$ cat src/rtl/text_renderer_if.sv
//------------------------------------------------------------------------------
// text_renderer_if
//
// Read bus between the text renderer and its two synchronous read-only
// memories: the character buffer and the 8x16 font ROM. Both memories return
// data one clock after the address is presented.
//
// Signals:
//   txt_addr   12  text-buffer read address (row*COLS+col)
//   txt_data    7  ASCII code returned by the text buffer
//   font_addr  11  {ascii, glyph_row} presented to the font ROM
//   font_data   8  glyph row from the font ROM, bit 7 = leftmost pixel
//
// Modports:
//   master  the renderer (drives addresses, receives data)
//   slave   the memory side (receives addresses, drives data)
//------------------------------------------------------------------------------
interface text_renderer_if;
    logic [11:0] txt_addr;
    logic [6:0]  txt_data;
    logic [10:0] font_addr;
    logic [7:0]  font_data;

    modport master (
        output txt_addr,
        output font_addr,
        input  txt_data,
        input  font_data
    );

    modport slave (
        input  txt_addr,
        input  font_addr,
        output txt_data,
        output font_data
    );
endinterface

$ cat src/rtl/text_renderer.sv
//------------------------------------------------------------------------------
// text_renderer
//
// Converts VGA-timing pixel coordinates into character-cell fetches against a
// text buffer and an 8x16 font ROM, producing a monochrome pixel stream with a
// blinking cursor. Sync and blanking are delayed to match the memory read
// latency so the output stays aligned: everything sampled on one edge appears
// on the outputs three edges later. One pixel per clock, no stalls.
//
// Ports:
//   clk         pixel clock
//   rst_n       asynchronous active-low reset
//   pix_x       current pixel column (10 bits)
//   pix_y       current pixel row (10 bits)
//   active_in   visible-area flag
//   hsync_in    horizontal sync, active-low
//   vsync_in    vertical sync, active-low
//   mem         read bus to the text buffer and font ROM (master side)
//   cursor_en   cursor display enable
//   cursor_col  cursor cell column (7 bits)
//   cursor_row  cursor cell row (5 bits)
//   rgb         RGB444 pixel colour
//   pixel_on    glyph/cursor pixel lit
//   active_out  active_in delayed to match rgb
//   hsync_out   hsync_in delayed to match rgb
//   vsync_out   vsync_in delayed to match rgb
//------------------------------------------------------------------------------
module text_renderer #(
    parameter int          COLS      = 80,
    parameter int          ROWS      = 30,
    parameter logic [11:0] FG        = 12'hFFF,
    parameter logic [11:0] BG        = 12'h000,
    parameter int          BLINK_BIT = 5
) (
    input  logic                   clk,
    input  logic                   rst_n,
    input  logic [9:0]             pix_x,
    input  logic [9:0]             pix_y,
    input  logic                   active_in,
    input  logic                   hsync_in,
    input  logic                   vsync_in,
    text_renderer_if.master        mem,
    input  logic                   cursor_en,
    input  logic [6:0]             cursor_col,
    input  logic [4:0]             cursor_row,
    output logic [11:0]            rgb,
    output logic                   pixel_on,
    output logic                   active_out,
    output logic                   hsync_out,
    output logic                   vsync_out
);

    // Per-pixel information that travels alongside the memory reads.
    typedef struct packed {
        logic [2:0] bit_idx;
        logic       in_text;
        logic       active;
        logic       hsync;
        logic       vsync;
        logic       cursor;
    } sideband_t;

    // Syncs idle high so no false sync pulse leaves the pipeline while it
    // refills after reset.
    localparam sideband_t SB_RESET = '{
        bit_idx: 3'd0, in_text: 1'b0, active: 1'b0,
        hsync: 1'b1, vsync: 1'b1, cursor: 1'b0
    };

    // ------------------------------------------------------------------
    // Cell decode (combinational, from the live coordinates)
    // ------------------------------------------------------------------
    logic [6:0]  col;
    logic [5:0]  row;
    logic [11:0] col_w;
    logic [11:0] row_w;
    logic [11:0] cell_addr;
    logic        in_text;
    logic        cursor_hit;

    assign col        = pix_x[9:3];
    assign row        = pix_y[9:4];
    assign col_w      = {5'd0, col};
    assign row_w      = {6'd0, row};
    assign in_text    = active_in & (col_w < 12'(COLS)) & (row_w < 12'(ROWS));
    assign cell_addr  = row_w * 12'(COLS) + col_w;
    assign cursor_hit = cursor_en & (col == cursor_col) & (row == {1'b0, cursor_row});

    // ------------------------------------------------------------------
    // Pipeline registers
    // ------------------------------------------------------------------
    sideband_t  sb_d1, sb_d2, sb_d3;
    logic [3:0] glyph_row_d1;
    logic [3:0] glyph_row_d2;

    // NOTE: all state uses non-blocking assignments so every stage samples
    // the previous stage's value from before the edge, never the new one.
    // NOTE: the reset is in the sensitivity list, so outputs go to their
    // reset values immediately, without waiting for a clock.
    always_ff @(posedge clk or negedge rst_n) begin
        if (!rst_n) begin
            mem.txt_addr <= '0;
            glyph_row_d1 <= '0;
            glyph_row_d2 <= '0;
            sb_d1        <= SB_RESET;
            sb_d2        <= SB_RESET;
            sb_d3        <= SB_RESET;
        end else begin
            // Stage 1: address the text buffer; off-grid cells read address 0
            // and their data is masked downstream.
            mem.txt_addr <= in_text ? cell_addr : 12'd0;
            glyph_row_d1 <= pix_y[3:0];
            sb_d1        <= '{
                bit_idx: pix_x[2:0], in_text: in_text, active: active_in,
                hsync: hsync_in, vsync: vsync_in, cursor: cursor_hit
            };
            // Stage 2: text data arrives; glyph row is re-registered so it
            // lines up with the character it belongs to.
            glyph_row_d2 <= glyph_row_d1;
            sb_d2        <= sb_d1;
            // Stage 3: font ROM is reading the glyph row.
            sb_d3        <= sb_d2;
        end
    end

    // The ROM address is formed from the freshly returned character code and
    // the glyph row of the same pixel.
    assign mem.font_addr = {mem.txt_data, glyph_row_d2};

    // ------------------------------------------------------------------
    // Frame counter for the cursor blink
    // ------------------------------------------------------------------
    logic [7:0] frame_cnt;
    logic       vsync_q;
    logic       armed;
    logic       blink;

    // 'armed' drops the first sample after reset: vsync_q starts high, so a
    // vsync_in already low at release would otherwise look like a new frame.
    always_ff @(posedge clk or negedge rst_n) begin
        if (!rst_n) begin
            frame_cnt <= '0;
            vsync_q   <= 1'b1;
            armed     <= 1'b0;
        end else begin
            vsync_q <= vsync_in;
            armed   <= 1'b1;
            if (armed && vsync_q && !vsync_in) begin
                frame_cnt <= frame_cnt + 8'd1;
            end
        end
    end

    assign blink = frame_cnt[BLINK_BIT];

    // ------------------------------------------------------------------
    // Output stage
    // ------------------------------------------------------------------
    logic        lit;
    logic        pixel_on_next;
    logic [11:0] rgb_next;

    always_comb begin
        // NOTE: every signal gets a default before any condition, so no
        // path can leave one unassigned and infer a latch.
        lit           = 1'b0;
        pixel_on_next = 1'b0;
        rgb_next      = 12'h000;
        lit           = sb_d3.in_text & mem.font_data[3'd7 - sb_d3.bit_idx];
        pixel_on_next = lit ^ (sb_d3.cursor & blink & sb_d3.in_text);
        if (sb_d3.active) begin
            rgb_next = pixel_on_next ? FG : BG;
        end
    end

    always_ff @(posedge clk or negedge rst_n) begin
        if (!rst_n) begin
            rgb        <= 12'h000;
            pixel_on   <= 1'b0;
            active_out <= 1'b0;
            hsync_out  <= 1'b1;
            vsync_out  <= 1'b1;
        end else begin
            rgb        <= rgb_next;
            pixel_on   <= pixel_on_next;
            active_out <= sb_d3.active;
            hsync_out  <= sb_d3.hsync;
            vsync_out  <= sb_d3.vsync;
        end
    end

endmodule

$ cat src/flat_wrapper.sv
// flat-port wrapper written by rule: the top's interface ports become plain ports
module text_renderer_flat 
#(
    parameter int          COLS      = 80,
    parameter int          ROWS      = 30,
    parameter logic [11:0] FG        = 12'hFFF,
    parameter logic [11:0] BG        = 12'h000,
    parameter int          BLINK_BIT = 5
)
  (clk, rst_n, pix_x, pix_y, active_in, hsync_in, vsync_in, cursor_en, cursor_col, cursor_row, rgb, pixel_on, active_out, hsync_out, vsync_out, mem_txt_addr, mem_font_addr, mem_txt_data, mem_font_data);
  text_renderer_if mem_i ();
  input  logic clk;
  input  logic rst_n;
  input  logic [9:0] pix_x;
  input  logic [9:0] pix_y;
  input  logic active_in;
  input  logic hsync_in;
  input  logic vsync_in;
  input  logic cursor_en;
  input  logic [6:0] cursor_col;
  input  logic [4:0] cursor_row;
  output logic [11:0] rgb;
  output logic pixel_on;
  output logic active_out;
  output logic hsync_out;
  output logic vsync_out;
  output wire logic [$bits(mem_i.txt_addr)-1:0] mem_txt_addr;
  output wire logic [$bits(mem_i.font_addr)-1:0] mem_font_addr;
  input wire logic [$bits(mem_i.txt_data)-1:0] mem_txt_data;
  input wire logic [$bits(mem_i.font_data)-1:0] mem_font_data;
  assign mem_txt_addr = mem_i.txt_addr;
  assign mem_font_addr = mem_i.font_addr;
  assign mem_i.txt_data = mem_txt_data;
  assign mem_i.font_data = mem_font_data;
  text_renderer #(.COLS(COLS), .ROWS(ROWS), .FG(FG), .BG(BG), .BLINK_BIT(BLINK_BIT)) u_core (.clk(clk), .rst_n(rst_n), .pix_x(pix_x), .pix_y(pix_y), .active_in(active_in), .hsync_in(hsync_in), .vsync_in(vsync_in), .mem(mem_i), .cursor_en(cursor_en), .cursor_col(cursor_col), .cursor_row(cursor_row), .rgb(rgb), .pixel_on(pixel_on), .active_out(active_out), .hsync_out(hsync_out), .vsync_out(vsync_out));
endmodule
$ cat config.mk
export PLATFORM = sky130hd
export DESIGN_NAME = text_renderer_flat
export DESIGN_NICKNAME = d
export VERILOG_FILES = /design/src/rtl/text_renderer_if.sv /design/src/rtl/text_renderer.sv /design/src/flat_wrapper.sv
export SDC_FILE = /design/constraint.sdc
export NUM_CORES = 1
export LEC_CHECK = 0
export BUFFER_PORTS_ARGS = -buffer_cell sky130_fd_sc_hd__buf_2
export CELL_PAD_IN_SITES_DETAIL_PLACEMENT = 0
export CELL_PAD_IN_SITES_GLOBAL_PLACEMENT = 1
export CORE_AREA = 2 2 86 88
export CTS_BUF_LIST = sky130_fd_sc_hd__clkbuf_4
export CTS_CLUSTER_SIZE = 28
export DETAILED_ROUTE_END_ITERATION = 10
export DIE_AREA = 0 0 88 90
export PLACE_DENSITY = 0.78
export SYNTH_ARGS = -nofsm -noshare
export SYNTH_HDL_FRONTEND = slang
export SYNTH_SLANG_ARGS = --single-unit
$ cat constraint.sdc
create_clock -name clk -period 1.41 [get_ports clk]
set_clock_uncertainty 0.05 [all_clocks]
set_input_delay 0.141 -clock clk [delete_from_list [all_inputs] [get_ports clk]]
set_output_delay 0.141 -clock clk [all_outputs]
set_load 0.005 [all_outputs]
Yosys cells after proc, flatten, opt, wreduce, memory -nomap -nowiden
Cells that the tools add are included.
{ "totals": {"regBits": 69, "input_bits": 53, "output_inout_bits": 39, "elab_cells": 53} }
{ "op_classes": {"addsub": 3, "mul": 1, "n_lt_le_gt_ge": 3, "n_eq_ne": 2, "muxes": 5, "bitwise_logic": 8, "reduce_logical": 3} }
{ "ops": {"columns": ["cell", "n"], "rows": [
  ["$mux W12", 3],
  ["$add A12 B7 Y12", 1],
  ["$add A8 B1 Y8 const B", 1],
  ["$mul A6 B3 Y8 const B", 1],
  ["$and A1 B1 Y1", 7],
  ["$eq A7 B7 Y1", 1],
  ["$lt A7 B7 Y1 const B", 1],
  ["$eq A6 B5 Y1", 1],
  ["$lt A6 B5 Y1 const B", 1],
  ["$lt A3 B4 Y1 const B", 1],
  ["$bmux W1 S3", 1],
  ["$sub A3 B3 Y3 const A", 1],
  ["$logic_and A1 B1 Y1", 2],
  ["$logic_not A1 Y1", 1],
  ["$mux W1", 1],
  ["$xor A1 B1 Y1", 1]
]} }

Depth between registers and ports, before layout
Gate-level depths: netlist (run 1).
{ "logic_depth": {"ltp_word": 7, "mapped_depth": 8} }

Least setup slack after synthesis (run 1)
OpenSTA, ideal clock, no wires.
{ "synth_path": {"kind": "input port to flip-flop", "start": "input port pix_y[5]", "end": "register u_core.mem.txt_addr[10]", "arrival_ns": 1.833, "required_ns": 1.241, "setup_slack_ns": -0.592, "cell_stages": 8, "path_cell_list": "ha_1 > ha_1 > inv_1 > fa_1 > nand2b_1 > a211oi_1 > xnor3_1 > and2_1"} }
{ "synth_via": {"elab_chain_len": 3, "word_cells_on_any_way": 5} }
{ "synth_rtl": {"columns": ["item", "line", "text"], "rows": [
  ["from (decl)", "flat_wrapper.sv:15", "input logic [9:0] pix_y;"],
  ["$mul A6 B3 Y8 or $lt A6 B5 Y1 (tied branches)", "text_renderer.sv:86, text_renderer.sv:85", null],
  ["$add A12 B7 Y12 or $and A1 B1 Y1 (tied branches)", "text_renderer.sv:86, text_renderer.sv:85", null],
  ["$mux W12 *", "text_renderer.sv:111", "mem.txt_addr <= in_text ? cell_addr : 12'd0;"],
  ["to (signal assigned)", "text_renderer.sv:111", null],
  ["to (decl)", "text_renderer_if.sv:25", "output txt_addr,"]
]} }
Every way passes the cells marked *; elsewhere a longest branch is shown, timed or not.
A chain may end at the register's enable or synchronous reset.

Worst setup path after layout (run 1)
Ends and elaborated chain as after synthesis.

==> results of run 1 <==
area by class of cell:
cell class,instances,area [sq um]
fillers,627,3680
flip-flops and latches,56,1410
repair buffers,119,778
well taps,99,124
multi-input cells,98,926
inverters,11,41.3
clock inverters,1,8.76
clock buffers,7,52.6
repair_timing:
| item | in CTS | in global routing |
|---|---|---|
| hold endpoints to repair | 71 | 0 |
| gates resized for setup | 7 | 14 |
| endpoints found under the setup margin | 5 | 7 |
| hold buffers | 19 | 0 |
| pin swaps | 2 | 7 |
stage by stage:
step	TNS, ps	total power [mW]	area (sq um)	util	hold WS, ps
global route	-874	3.41	3340	0.476	27.1
floorplan	-1110	2.19	2430	-	-205
CTS	-563	3.24	3280	0.468	0.372
detailed placement	-2740	2.47	3000	0.427	110
global placement	-2410	2.45	3000	0.427	108
finish	-534	3.21	3340	0.476	21.6
layer usage:
layer	vias to the layer above	share of wire
li1	798	-
met1	792	0.39
met2	54	0.55
met3	4	0.054
met4	0	0.0090
met5	-	0
Yosys cell counts, types with 3 or more instances:
library cell / number / area share
sky130_fd_sc_hd__xor2_1: 7 / 0.026
sky130_fd_sc_hd__nand4_1: 4 / 0.011
sky130_fd_sc_hd__xnor2_1: 14 / 0.052
sky130_fd_sc_hd__a21oi_1: 3 / 0.0063
sky130_fd_sc_hd__nand2_1: 7 / 0.011
sky130_fd_sc_hd__and2_1: 6 / 0.016
sky130_fd_sc_hd__dfstp_2: 8 / 0.088
sky130_fd_sc_hd__inv_1: 11 / 0.017
sky130_fd_sc_hd__o21ai_0: 4 / 0.0084
sky130_fd_sc_hd__nor2_1: 9 / 0.014
sky130_fd_sc_hd__ha_1: 12 / 0.063
sky130_fd_sc_hd__buf_4: 18 / 0.057
sky130_fd_sc_hd__nand3_1: 4 / 0.0084
sky130_fd_sc_hd__nand2b_1: 3 / 0.0079
sky130_fd_sc_hd__dfrtp_1: 48 / 0.51
final timing paths:
check	cells past startpoint	to	slack (ps)	startpoint
worst max-delay path	9	u_core.mem.txt_addr[10]$_DFF_PN0_	-150	pix_y[5]
worst min-delay path	4	u_core.sb_d1[0]$_DFF_PN0_	20	cursor_col[4]
worst max register to register	4	u_core.rgb[10]$_DFF_PN0_	-140	u_core.sb_d3[5]$_DFF_PN0_
worst min register to register	0	u_core.vsync_out$_DFF_PN1_	310	u_core.sb_d3[1]$_DFF_PN1_
max in group asynchronous	3	u_core.hsync_out$_DFF_PN1_	780	rst_n
min in group asynchronous	3	u_core.frame_cnt[0]$_DFFE_PN0P_	230	rst_n
worst max-delay path, delay by kind of cell:
family | cells | cell delay (ps)
adders and majority gates | 3 | 800
buffers and inverters | 2 | 140
AOI/OAI and AO/OA | 1 | 160
and+or+nand+nor | 2 | 310
xor gates and xnor gates | 1 | 230
cells by family after synthesis:
group | count (synthesis) | share of synthesized area
adder cells (fa/ha/maj) | 14 | 0.0800
AND/OR/NAND/NOR | 47 | 0.107
flip-flops | 56 | 0.594
AO/OA/AOI/OAI | 10 | 0.0242
XOR/XNOR | 22 | 0.0868
multiplexers | 4 | 0.0311
other | 1 | 0.00158
buffers and inverters | 30 | 0.0758
flip-flops by register name (all words and copies together), names as in the netlist, 4 cells and up:
register	cells
u_core.sb_d3	8
u_core.glyph_row_d1	4
u_core.frame_cnt	6
u_core.mem.txt_addr	12
u_core.sb_d2	8
u_core.sb_d1	8
u_core.glyph_row_d2	4
power by group through the flow:
stage	registers, mW	logic (mW)	clock network, mW
5_1_grt	1.83	0.788	0.794
2_1_floorplan	1.83	0.355	0
3_3_place_gp	1.83	0.617	0
3_5_place_dp	1.84	0.629	0
6_report	1.81	0.699	0.705
4_1_cts	1.81	0.682	0.747
==> results.json, run 1 <==
{
  "pwr-share-seq": 0.563,
  "setup_viol": 4,
  "wl_per_cell_microns": 11.4,
  "post_synth.cell_area_avg_sq_um": 12.9,
  "drt_first_pass_iters": 4,
  "die-area_sq_um": 7920,
  "cp_data_arrival_time_ps": 1780,
  "end_kind": "flip-flop",
  "crit_top_cell": "sky130_fd_sc_hd__ha_4",
  "violations": "negative setup slack",
  "synth_ff_type": "sky130_fd_sc_hd__dfrtp_1",
  "syn-cell-area_sq_um": 2380,
  "comb_power_share": 0.218,
  "timing.final.hold_violations": 0,
  "drcViolationCount": 0,
  "globalRoute.totalOverflow": 0,
  "status": "finished, violations left",
  "clk_root_buffer_cell": "sky130_fd_sc_hd__clkbuf_4",
  "grt_pass1_vias": 1668,
  "synth_warnings": 0,
  "rsz0062_at_grt": "true",
  "fmax_ghz": 0.641,
  "reported_net_switching_power_mw": 0.832,
  "maxcap_viol_count": 0,
  "io_buffers": 77,
  "postLayoutSetupSlackWorst_ps": -149,
  "initial_utilization": 0.339,
  "clock_sinks": 56,
  "synth.yosys.seq_area_share": 0.594,
  "final_period_minus_worst_setup_slack_ps": 1560,
  "die-width_microns": 88,
  "grt_use_total": 0.123,
  "critical_path_required_ps": 1630,
  "synthesis.nets": 251,
  "postSynthRegisterBits": 56,
  "num_antenna_cells": 0,
  "number_of_instances_in_the_placed_design": 365,
  "drive_above_1_share": 0.483,
  "total_routed_length_microns": 4460,
  "leakagePower_nw": 1.68,
  "gp_congestion": 0.755,
  "grt.busiest_layer": "met2",
  "max-clock-path-buffers": 2,
  "layoutNonFillerInstCount": 391,
  "min_period_over_period": 1.11,
  "setup_repair_bufs_after_cts": 0,
  "swShare": 0.259,
  "layout.nets": 358,
  "start_kind": "input port",
  "grt_util_met1": 0.140,
  "final_common_cell": "sky130_fd_sc_hd__buf_2",
  "report.final.slew_viol_count": 0,
  "std_cell_rows": 31,
  "ioPinCount": 92,
  "clk_transition_reported_paths_ps": 160,
  "synth-edff-count": 0,
  "route.vias.total": 1648,
  "ant_nets": 0,
  "final_cell_mix": "sky130_fd_sc_hd__buf_2 (75), sky130_fd_sc_hd__dfrtp_1 (48), sky130_fd_sc_hd__buf_4 (23)",
  "post_drt_via_cell_ratio": 4.21,
  "drt_iter0_drc": 32,
  "grt_start_max_net_pins": 57,
  "grt_util_met2": 0.218,
  "path_max_fanout": 3,
  "cts-buffers-inserted": 5,
  "power.density_nw_per_um2": 961,
  "timing.critical_path.slowest_cell_delay_ps": 420,
  "grt_antenna_before_repair": 0,
  "crit_slowest_cell": "sky130_fd_sc_hd__fa_2",
  "hold_path_class": "input port to flip-flop",
  "clock_power_share": 0.219,
  "dp_hpwl_microns": 3360,
  "peakVddDrop_mv": 0.401,
  "cts.htree.levels": 2,
  "chipHeight_microns": 90,
  "path_class": "input port to flip-flop",
  "post-place-ws_ps": -650,
  "grt_first_pass_wirelength_microns": 7500,
  "area_growth_syn_to_layout_pct": 40.6,
  "crit_chain": "buf_8 > ha_4 > ha_4 > inv_2 > fa_2 > nand2b_4 > a211oi_2 > xnor3_1 > and2_1",
  "tritoncts": "built",
  "synthArstFlopShare": 1.00,
  "p_int_mw": 2.38,
  "yosysUniqueCellTypes": 33,
  "synthesis.instances": 184,
  "coreArea_sq_um": 7020,
  "clkLatencyLatePin_ps": 370,
  "grt.met3_usage": 0.0312
}
No activity file was read; power rests on OpenSTA's default activity.
==> run 2: changes to the inputs <==
Settings changed: SKIP_CTS_REPAIR_TIMING set to 1.
==> run 2 against run 1 <==
Against the previous run: the run ends with negative hold slack, negative setup slack left; cell area fell by 1.6%; power shrank 0.28%; non-clock buffer count decreased by 1; first-iteration DRC count is 22% lower; die area stayed put; combinational power shrank 1%; hold slack worse by 29 ps.
==> results.json, run 2 (same netlist as run 1, synthesis figures left out) <==
{
  "die-width_microns": 88,
  "grt_start_max_net_pins": 57,
  "rsz0062_at_grt": "true",
  "std_cell_rows": 31,
  "io_buffers": 77,
  "largest_register_ff_count": 12,
  "clk_root_buffer_cell": "sky130_fd_sc_hd__clkbuf_4",
  "clkLatencyLatePin_ps": 370,
  "layout.nets": 357,
  "grt_antenna_before_repair": 0,
  "chipHeight_microns": 90,
  "whs_path_depth": 4,
  "holdPathEnd": "u_core.sb_d1[0]$_DFF_PN0_",
  "postLayoutSetupSlackWorst_ps": -155,
  "leakagePower_nw": 1.66,
  "crit_top_cell": "sky130_fd_sc_hd__ha_4",
  "wl_per_cell_microns": 11.4,
  "grt_first_pass_wirelength_microns": 6890,
  "ioPinCount": 92,
  "dp_hpwl_microns": 3360,
  "die-area_sq_um": 7920,
  "initial_utilization": 0.339,
  "finalCoreUtilization": 0.469,
  "peakVddDrop_mv": 0.404,
  "cp_data_arrival_time_ps": 1830,
  "final_period_minus_worst_setup_slack_ps": 1570,
  "nFillCells": 628,
  "timing.critical_path.slowest_cell_delay_ps": 360,
  "maxcap_viol_count": 0,
  "grt_pass1_vias": 1549,
  "final_cell_mix": "sky130_fd_sc_hd__buf_2 (75), sky130_fd_sc_hd__dfrtp_1 (48), sky130_fd_sc_hd__buf_4 (23)",
  "drive_above_1_share": 0.478,
  "drt_iter0_drc": 25,
  "grt_use_total": 0.113,
  "ant_nets": 0,
  "regToRegEndpoint": "u_core.rgb[10]$_DFF_PN0_",
  "area_growth_syn_to_layout_pct": 38.4,
  "min_period_over_period": 1.11,
  "fin_area_sq_um": 3290,
  "multiInputGateArea_sq_um": 882,
  "end_kind": "flip-flop",
  "cts.htree.levels": 2,
  "drt_first_pass_iters": 4,
  "start_kind": "input port",
  "clock_sinks": 56,
  "post_drt_via_cell_ratio": 4.18,
  "design_power_total_mw": 3.20,
  "violations": "negative hold slack, negative setup slack",
  "detailed_place.area_sq_um": 3000,
  "tritoncts": "built",
  "critical_path_required_ps": 1670,
  "status": "finished, violations left",
  "path_class": "input port to flip-flop",
  "cpLargestDelayFamily": "adder cells",
  "ff2ff_setup_slack_ps": -140,
  "setup_viol": 5,
  "max-clock-path-buffers": 2,
  "top_register": "u_core.mem.txt_addr",
  "rr_worst_depth": 4,
  "fmax_ghz": 0.639,
  "hold_path_class": "input port to flip-flop",
  "gp_congestion": 0.755,
  "crit_slowest_cell": "sky130_fd_sc_hd__fa_2",
  "clk_transition_reported_paths_ps": 160,
  "drcViolationCount": 0,
  "crit_chain": "buf_8 > ha_4 > ha_4 > inv_2 > fa_2 > nand2b_1 > a21oi_1 > nor4b_2 > mux2_2",
  "power.density_nw_per_um2": 974,
  "report.final.slew_viol_count": 0,
  "worstReg2RegStart": "u_core.sb_d3[5]$_DFF_PN0_",
  "total_routed_length_microns": 4450,
  "worst_hold_slack_ps": -7.41,
  "ff_latch_area_sq_um": 1410,
  "final_common_cell": "sky130_fd_sc_hd__buf_2",
  "route.vias.total": 1629,
  "post-place-ws_ps": -650,
  "timing.final.hold_violations": 1,
  "num_antenna_cells": 0,
  "buffers_inverters_on_critical_path": 2,
  "path_max_fanout": 3,
  "coreArea_sq_um": 7020,
  "min-delay-start": "cursor_col[5]",
  "globalRoute.totalOverflow": 0,
  "cts-buffers-inserted": 5
}
run 2: worst max-delay path by stage:
stage                     slack, ps  cells past startpoint                                 to                      start
final                          -160                      9  u_core.mem.txt_addr[11]$_DFF_PN0_                   pix_y[7]
after global routing           -270                      4           u_core.rgb[10]$_DFF_PN0_  u_core.sb_d3[5]$_DFF_PN0_
after CTS                      -260                      9  u_core.mem.txt_addr[11]$_DFF_PN0_                   pix_y[7]
after detailed placement       -650                      9  u_core.mem.txt_addr[11]$_DFF_PN0_                   pix_y[7]
after global placement         -590                      9  u_core.mem.txt_addr[10]$_DFF_PN0_                   pix_y[5]
after floorplan                -440                      8  u_core.mem.txt_addr[10]$_DFF_PN0_                   pix_y[5]
run 2: layer usage:
metal	global-route usage	vias to the layer above	part of all wire
met1	0.131	774	0.39
li1	-	797	-
met5	0	-	0
met2	0.193	54	0.54
met3	0.0331	4	0.055
met4	0.0423	0	0.0090
run 2: layout make-up:
| class | instances | area share |
|---|---|---|
| well taps | 99 | 0.0377 |
| flip-flops and latches | 56 | 0.429 |
| clock buffers | 7 | 0.0160 |
| clock inverters | 1 | 0.00266 |
| repair buffers | 118 | 0.234 |
| inverters | 11 | 0.0126 |
| multi-input cells | 98 | 0.268 |
run 2: through the flow:
step,TNS (ps),std cells
6_report,-628,390
4_1_cts,-782,373
5_1_grt,-1040,390
3_5_place_dp,-2740,365
2_1_floorplan,-1110,184
3_3_place_gp,-2410,365
run 2: worst reg2reg max path, stage by stage (launching register included):
cell and delay [ps]:
sky130_fd_sc_hd__dfrtp_1 420, sky130_fd_sc_hd__mux4_2 510, sky130_fd_sc_hd__mux2i_1 170, sky130_fd_sc_hd__xor2_1 180, sky130_fd_sc_hd__and3_1 170
run 2: report_power, final:
group          internal (mW)  switching (mW)  total, mW
combinational          0.399           0.293      0.691
sequential              1.74          0.0714       1.81
clock                  0.243           0.461      0.704
total                   2.38           0.825       3.20
